<file path="src/rtl/gpio_in_capture_pkg.sv">
`default_nettype none
// ============================================================================
//  Module      : gpio_in_capture_pkg
//  Description : Shared definitions for the GPIO input capture block:
//                settings-bus register offsets, debounce counter width and
//                an address helper.
//  Revision    : 1.0 - initial release
// ============================================================================
package gpio_in_capture_pkg;

    // Register offsets relative to the block's settings-bus base address
    localparam int GPIO_IN_RISE = 0;
    localparam int GPIO_IN_FALL = 1;
    localparam int GPIO_IN_DB   = 2;
    localparam int GPIO_IN_CLR  = 3;

    // Width of the debounce stable-time counter
    localparam int DB_W = 16;

    typedef logic [DB_W-1:0] db_cnt_t;

    // Absolute 8-bit settings-bus address of a register
    function automatic logic [7:0] reg_addr(input int base, input int offset);
        return 8'(base + offset);
    endfunction

endpackage : gpio_in_capture_pkg
`default_nettype wire

</file>
<file path="src/rtl/gpio_debounce.sv">
`default_nettype none
// ============================================================================
//  Module      : gpio_debounce
//  Description : Single-bit debouncer. The output follows the (already
//                synchronised) input only after the input has disagreed with
//                it for db_count+1 consecutive cycles; any return to the
//                current output value restarts the count.
//  Ports       : clk, reset (sync, active-high), in (synchronised pin),
//                db_count[DB_W] (stable time), out (debounced level)
//  Revision    : 1.0 - initial release
// ============================================================================
module gpio_debounce
    import gpio_in_capture_pkg::*;
(
    input  logic    clk,
    input  logic    reset,
    input  logic    in,
    input  db_cnt_t db_count,
    output logic    out
);

    db_cnt_t r_cnt;

    // The >= compare (rather than ==) keeps the counter from wrapping if
    // db_count is lowered below the running count mid-way: the next
    // mismatch cycle commits the new level instead.
    always_ff @(posedge clk) begin
        if (reset) begin
            r_cnt <= '0;
            out   <= 1'b0;
        end else if (in == out) begin
            r_cnt <= '0;
        end else if (r_cnt >= db_count) begin
            out   <= in;
            r_cnt <= '0;
        end else begin
            r_cnt <= r_cnt + 1'b1;
        end
    end

endmodule : gpio_debounce
`default_nettype wire

</file>
<file path="src/rtl/setting_reg.sv">
`default_nettype none
// ============================================================================
//  Module      : setting_reg
//  Description : Single settings-bus register. Captures the write data when
//                the strobe is asserted at its own address; the new value is
//                visible the cycle after the strobe.
//  Ports       : clk, reset (sync, active-high), strobe, addr[AWIDTH],
//                in[WIDTH] (write data), out[WIDTH] (register value)
//  Revision    : 1.0 - initial release
// ============================================================================
module setting_reg #(
    parameter int               MY_ADDR  = 0,
    parameter int               AWIDTH   = 8,
    parameter int               WIDTH    = 32,
    parameter logic [WIDTH-1:0] AT_RESET = '0
) (
    input  logic              clk,
    input  logic              reset,
    input  logic              strobe,
    input  logic [AWIDTH-1:0] addr,
    input  logic [WIDTH-1:0]  in,
    output logic [WIDTH-1:0]  out
);

    localparam logic [AWIDTH-1:0] c_my_addr = AWIDTH'(MY_ADDR);

    always_ff @(posedge clk) begin
        if (reset) begin
            out <= AT_RESET;
        end else if (strobe && (addr == c_my_addr)) begin
            out <= in;
        end
    end

endmodule : setting_reg
`default_nettype wire

</file>
<file path="src/rtl/gpio_in_capture.sv">
`default_nettype none
// ============================================================================
//  Module      : gpio_in_capture
//  Description : GPIO input capture. Synchronises the daughterboard pins,
//                debounces each bit, latches masked rising/falling edges into
//                sticky event flags and raises irq while any flag is pending.
//                Register map (settings bus):
//                  BASE+0 rise_mask, BASE+1 fall_mask, BASE+2 db_count[15:0],
//                  BASE+3 event clear (write-1-to-clear, no storage)
//  Ports       : clk, reset (sync, active-high)
//                set_stb, set_addr[8], set_data[32]   settings bus
//                gpio_in[WIDTH]                        asynchronous pins
//                gpio_state_rb[32]                     debounced state
//                gpio_event_rb[32]                     sticky event flags
//                irq                                   any event pending
//  Revision    : 1.0 - initial release
// ============================================================================
module gpio_in_capture
    import gpio_in_capture_pkg::*;
#(
    parameter int BASE  = 0,
    parameter int WIDTH = 32
) (
    input  logic             clk,
    input  logic             reset,
    input  logic             set_stb,
    input  logic [7:0]       set_addr,
    input  logic [31:0]      set_data,
    input  logic [WIDTH-1:0] gpio_in,
    output logic [31:0]      gpio_state_rb,
    output logic [31:0]      gpio_event_rb,
    output logic             irq
);

    localparam logic [7:0] c_addr_clr = reg_addr(BASE, GPIO_IN_CLR);

    logic [WIDTH-1:0] w_rise_mask;
    logic [WIDTH-1:0] w_fall_mask;
    db_cnt_t          w_db_count;
    logic [WIDTH-1:0] w_deb;
    logic [WIDTH-1:0] w_rise;
    logic [WIDTH-1:0] w_fall;
    logic [WIDTH-1:0] w_clr;

    logic [WIDTH-1:0] r_s1;
    logic [WIDTH-1:0] r_s2;
    logic [WIDTH-1:0] r_deb_q;
    logic [WIDTH-1:0] r_ev;

    // Write-data bits above WIDTH (and above the debounce width) carry no
    // meaning for this block.
    logic w_unused_set_data;
    assign w_unused_set_data = ^set_data;

    // ------------------------------------------------------------------
    // Settings registers
    // ------------------------------------------------------------------
    setting_reg #(
        .MY_ADDR (BASE + GPIO_IN_RISE),
        .AWIDTH  (8),
        .WIDTH   (WIDTH)
    ) u_rise_mask (
        .clk    (clk),
        .reset  (reset),
        .strobe (set_stb),
        .addr   (set_addr),
        .in     (set_data[WIDTH-1:0]),
        .out    (w_rise_mask)
    );

    setting_reg #(
        .MY_ADDR (BASE + GPIO_IN_FALL),
        .AWIDTH  (8),
        .WIDTH   (WIDTH)
    ) u_fall_mask (
        .clk    (clk),
        .reset  (reset),
        .strobe (set_stb),
        .addr   (set_addr),
        .in     (set_data[WIDTH-1:0]),
        .out    (w_fall_mask)
    );

    setting_reg #(
        .MY_ADDR (BASE + GPIO_IN_DB),
        .AWIDTH  (8),
        .WIDTH   (DB_W)
    ) u_db_count (
        .clk    (clk),
        .reset  (reset),
        .strobe (set_stb),
        .addr   (set_addr),
        .in     (set_data[DB_W-1:0]),
        .out    (w_db_count)
    );

    // ------------------------------------------------------------------
    // Per-bit debouncers, fed from the second synchroniser stage
    // ------------------------------------------------------------------
    for (genvar i = 0; i < WIDTH; i++) begin : g_bit
        gpio_debounce u_debounce (
            .clk      (clk),
            .reset    (reset),
            .in       (r_s2[i]),
            .db_count (w_db_count),
            .out      (w_deb[i])
        );
    end

    // ------------------------------------------------------------------
    // Edge detection and clear decode
    // ------------------------------------------------------------------
    assign w_rise = w_deb & ~r_deb_q & w_rise_mask;
    assign w_fall = ~w_deb & r_deb_q & w_fall_mask;
    assign w_clr  = (set_stb && (set_addr == c_addr_clr)) ? set_data[WIDTH-1:0]
                                                           : '0;

    // ------------------------------------------------------------------
    // Synchroniser, event flags and registered readback
    // ------------------------------------------------------------------
    always_ff @(posedge clk) begin
        if (reset) begin
            r_s1          <= '0;
            r_s2          <= '0;
            r_deb_q       <= '0;
            r_ev          <= '0;
            gpio_state_rb <= '0;
            gpio_event_rb <= '0;
            irq           <= 1'b0;
        end else begin
            r_s1          <= gpio_in;
            r_s2          <= r_s1;
            r_deb_q       <= w_deb;
            // A new edge in the same cycle as its clear keeps the flag set.
            r_ev          <= (r_ev & ~w_clr) | w_rise | w_fall;
            gpio_state_rb <= 32'(w_deb);
            gpio_event_rb <= 32'(r_ev);
            irq           <= |r_ev;
        end
    end

endmodule : gpio_in_capture
`default_nettype wire
</file>
<file path="config.mk">
export PLATFORM = sky130hd
export DESIGN_NAME = gpio_in_capture
export DESIGN_NICKNAME = d
export VERILOG_FILES = /design/src/rtl/gpio_in_capture_pkg.sv /design/src/rtl/gpio_debounce.sv /design/src/rtl/setting_reg.sv /design/src/rtl/gpio_in_capture.sv
export SDC_FILE = /design/constraint.sdc
export NUM_CORES = 2
export LEC_CHECK = 0
export ABC_AREA = 0
export BUFFER_PORTS_ARGS = -buffer_cell sky130_fd_sc_hd__buf_4
export CAP_MARGIN = 20
export CORE_MARGIN = 5
export CORE_UTILIZATION = 50
export CTS_BUF_LIST = sky130_fd_sc_hd__clkbuf_4
export DETAILED_ROUTE_END_ITERATION = 10
export GPL_TIMING_DRIVEN = 0
export HOLD_SLACK_MARGIN = 0.12
export PLACE_DENSITY = 0.66
export SYNTH_ARGS = -nofsm -noshare
export SYNTH_HDL_FRONTEND = slang
export SYNTH_SLANG_ARGS = --single-unit
</file>
<file path="constraint.sdc">
create_clock -name clk -period 5.5 [get_ports clk]
set_clock_uncertainty 0.2 [all_clocks]
set_input_delay 0.825 -clock clk [delete_from_list [all_inputs] [get_ports clk]]
set_output_delay 0.825 -clock clk [all_outputs]
set_load 0.05 [all_outputs]
</file>
==> flow_metrics.env <==
export IMPL_cts_hold_buffers=74
export IMPL_vias=34100
export IMPL_setup_viol=0
export IMPL_synth_sequential_area_ratio=0.386
export IMPL_avgSynthCellArea_sq_um=8.80
export IMPL_clock_buffer_count_from_cts=208
export IMPL_die_width_um=295
export IMPL_timing_final_max_slew_violations=0
export IMPL_detail_route_drc_violations=0
export IMPL_postCtsSetupRepairBufs=0
export IMPL_count_of_state_elements_after_synthesis=785
export IMPL_static_leakage_power_nw=18.6
export IMPL_share_of_post_route_cells_with_drive_strength_above_1=0.110
export IMPL_grt_setup_unrepaired="false"
export IMPL_post_cts_resize_count=0
export IMPL_place_area_sq_um=43400
export IMPL_maxUsedRoutingLayer="met5"
export IMPL_async_reset_ff_frac=0
export IMPL_routedWlPerCell_um=18.1
export IMPL_ordered_list_of_cells_on_the_worst_path="inv_2, buf_12, ha_1, a21o_1, a21o_1, a2111oi_2, nand4_1, buf_2, nor2_1"
export IMPL_whs_ns=0.224
export IMPL_post_synthesis_instance_total=4627
export IMPL_antenna_violating_nets_post_route=0
export IMPL_hold_class="reg -> reg"
export IMPL_yosysMostFrequentCell="dfxtp_1"
export IMPL_wire_length_of_the_first_global_routing_pass_um=176000
export IMPL_maximum_number_of_pins_on_one_net_before_global_route_repair=34
export IMPL_worst_ep_arrival_time_ns=4.13
export IMPL_worst_margin_slew_ns=1.26
export IMPL_design_portCount=140
export IMPL_relSlewSlack=0.154
export IMPL_syn_std_cell_area_sq_um=40700
export IMPL_count_of_nets_after_finishing=5681
export IMPL_grt_use_total=0.256
export IMPL_finalHoldViolCount=0
export IMPL_netlist_cell_type_count=54
export IMPL_core_area_sq_um=80700
export IMPL_syn_nets=5246
export IMPL_postSynth_topFlopCell="dfxtp_1"
export IMPL_post_route_min_period_ns=3.37
export IMPL_post_layout_nonfiller_instances=6301
export IMPL_met3_length_um=8310
export IMPL_crit_path_max_incr_delay_ns=0.52
export IMPL_synth_top_cells_by_area="dfxtp_1, ha_1, nor2_1"
export IMPL_cts_max_level=4
export IMPL_irDropWorstVdd_mv=0.169
export IMPL_die_area_sq_um=87300
export IMPL_dr_wl_met2_um=50500
export IMPL_worst_path_max_fanout=17
export IMPL_worst_skew_pair_late_latency_ns=1.07
export IMPL_cts_buffer_depth=3
export IMPL_cp_required_ns=6.26
export IMPL_critical_path_top_cell_by_count="a21o_1"
export IMPL_sinks_on_clock_net=785
export IMPL_buffer_ports_inserted=138
export IMPL_worst_path_cell_with_the_longest_stage_delay="inv_2"
export IMPL_finish_instance_area_sq_um=46800
export IMPL_overflow=0
export IMPL_path_class="reg -> reg"
export IMPL_drt_pass1_iterations=5
export IMPL_dp_cells=5838
export IMPL_grt_antenna_before_repair=9
export IMPL_wirelength_met1_um=51800
export IMPL_critical_path_endpoint_type="flop"
export IMPL_min_period_over_period=0.614
export IMPL_synth_top_area_cell="dfxtp_1"
export IMPL_status="completed"
export IMPL_viasPerCell=5.40
export IMPL_std_cell_rows=104
export IMPL_synth_largest_type_area_fraction=0.386
export IMPL_synth_enable_flop_cells=0
export IMPL_fin_setup_tns_ns=0
export IMPL_via_count_of_the_first_global_routing_pass=31900
export IMPL_dr_first_iter_drc_count=2181
export IMPL_crit_path_leading_delay_family="buffers and inverters"
export IMPL_chipHeight_um=295
export IMPL_timing_critical_path_buf_inv=3
export IMPL_area_growth_synth_to_final_pct=15.0
export IMPL_drv_cap=0
export IMPL_ctsRootBufferMaster="clkbuf_4"
export IMPL_routabilityCongestion=0.849
export IMPL_final_seq_area_sq_um=15700
export IMPL_timing_fmax_mhz=296
export IMPL_p_per_area_nw_per_um2=241
export IMPL_area_occupied_by_multi_input_gates_sq_um=24200
export IMPL_yosys_warnings=0
export IMPL_cts_tree="yes"
export IMPL_initial_core_util=0.505
export IMPL_synth_top_cells_by_count="dfxtp_1, nor2_1, ha_1, nand2_1, a21oi_1"
export IMPL_nFillCells=7423
export IMPL_hpwlAfterDp_um=76500
export IMPL_finalWirelength_um=114000
export IMPL_start_kind="flop"
export IMPL_clkSlewWorstSetupHoldPaths_ns=0.07
==> flip-flops by register name, indices dropped and copies added (netlist names) <==
| signal | count |
|---|---|
| g_bit.u_debounce.r_cnt | 512 |
| g_bit.u_debounce.out | 32 |
| gpio_event_rb | 32 |
| r_deb_q | 32 |
| r_ev | 32 |
| r_s1 | 32 |
| r_s2 | 32 |
| u_fall_mask.out | 32 |
| u_rise_mask.out | 32 |
| u_db_count.out | 16 |
| irq | 1 |
==> final timing paths <==
| check | startpoint | end | slack, ns | cells after the start |
|---|---|---|---|---|
| max reg2reg | u_db_count.out[13] | g_bit[0].u_debounce.r_cnt[9] | 2.13 | 9 |
| max | u_db_count.out[13] | g_bit[0].u_debounce.r_cnt[9] | 2.13 | 9 |
| min | r_s1[21] | r_s2[21] | 0.22 | 1 |
| min reg2reg | r_s1[21] | r_s2[21] | 0.22 | 1 |
==> where the power goes <==
| group | leakage, nW | internal (mW) | switching [mW] | total [mW] |
|---|---|---|---|---|
| Clock | 1.58 | 2.72 | 2.51 | 5.24 |
| Sequential | 6.34 | 5.72 | 0.0253 | 5.74 |
| Combinational | 10.7 | 0.126 | 0.171 | 0.297 |
| Total | 18.6 | 8.57 | 2.71 | 11.3 |
==> placed cells by master, fill, tap and decap left out, types with 81 or more instances in the layout <==
master    Yosys  layout
nand2_1     512     512
xor2_1      256     256
nor2_1      748     748
clkbuf_4      0     297
ha_1        544     544
nor3_1       81      81
xnor2_1     224     224
dfxtp_1     785     784
inv_1       106      91
a21oi_1     276     276
nand4_1     127     127
buf_4         1     139
nand3_1     206     206
nor2b_1     189     189
==> cells by family (layout without fill, tap and decap cells) <==
family	after synthesis	in the layout	synth area share
xor+xnor	480	480	0.103
simple gates	2046	2046	0.233
flops	785	785	0.386
buf+inv	199	804	0.0201
compound gates	526	526	0.0784
other cells	0	9	0
mux	47	47	0.0125
fa+ha+maj	544	544	0.167
==> per-layer routing <==
metal | GRT usage | up-vias
li1 | - | 17000
met1 | 0.346 | 15800
met2 | 0.413 | 978
met3 | 0.0475 | 223
met4 | 0.0916 | 2
met5 | 0 | -
==> metrics by stage <==
stage          total power, mW  worst slack, ns   util
2_1_floorplan             5.97             2.66      -
3_5_place_dp              6.12             1.90  0.537
4_1_cts                   11.4             2.13  0.580
6_report                  11.3             2.13  0.581
5_1_grt                   11.7             1.95  0.580
3_3_place_gp              6.12            0.744  0.534
==> layout make-up <==
cell class / instances / area share
multi-input combinational: 3643 / 0.517
inverter: 106 / 0.00882
sequential: 785 / 0.336
clock inverter: 83 / 0.0102
tap: 1060 / 0.0283
buffer: 93 / 0.00898
timing repair buffer: 225 / 0.0433
clock buffer: 297 / 0.0476
antenna: 9 / 0.000481
Power figures use the tool's default switching activity.
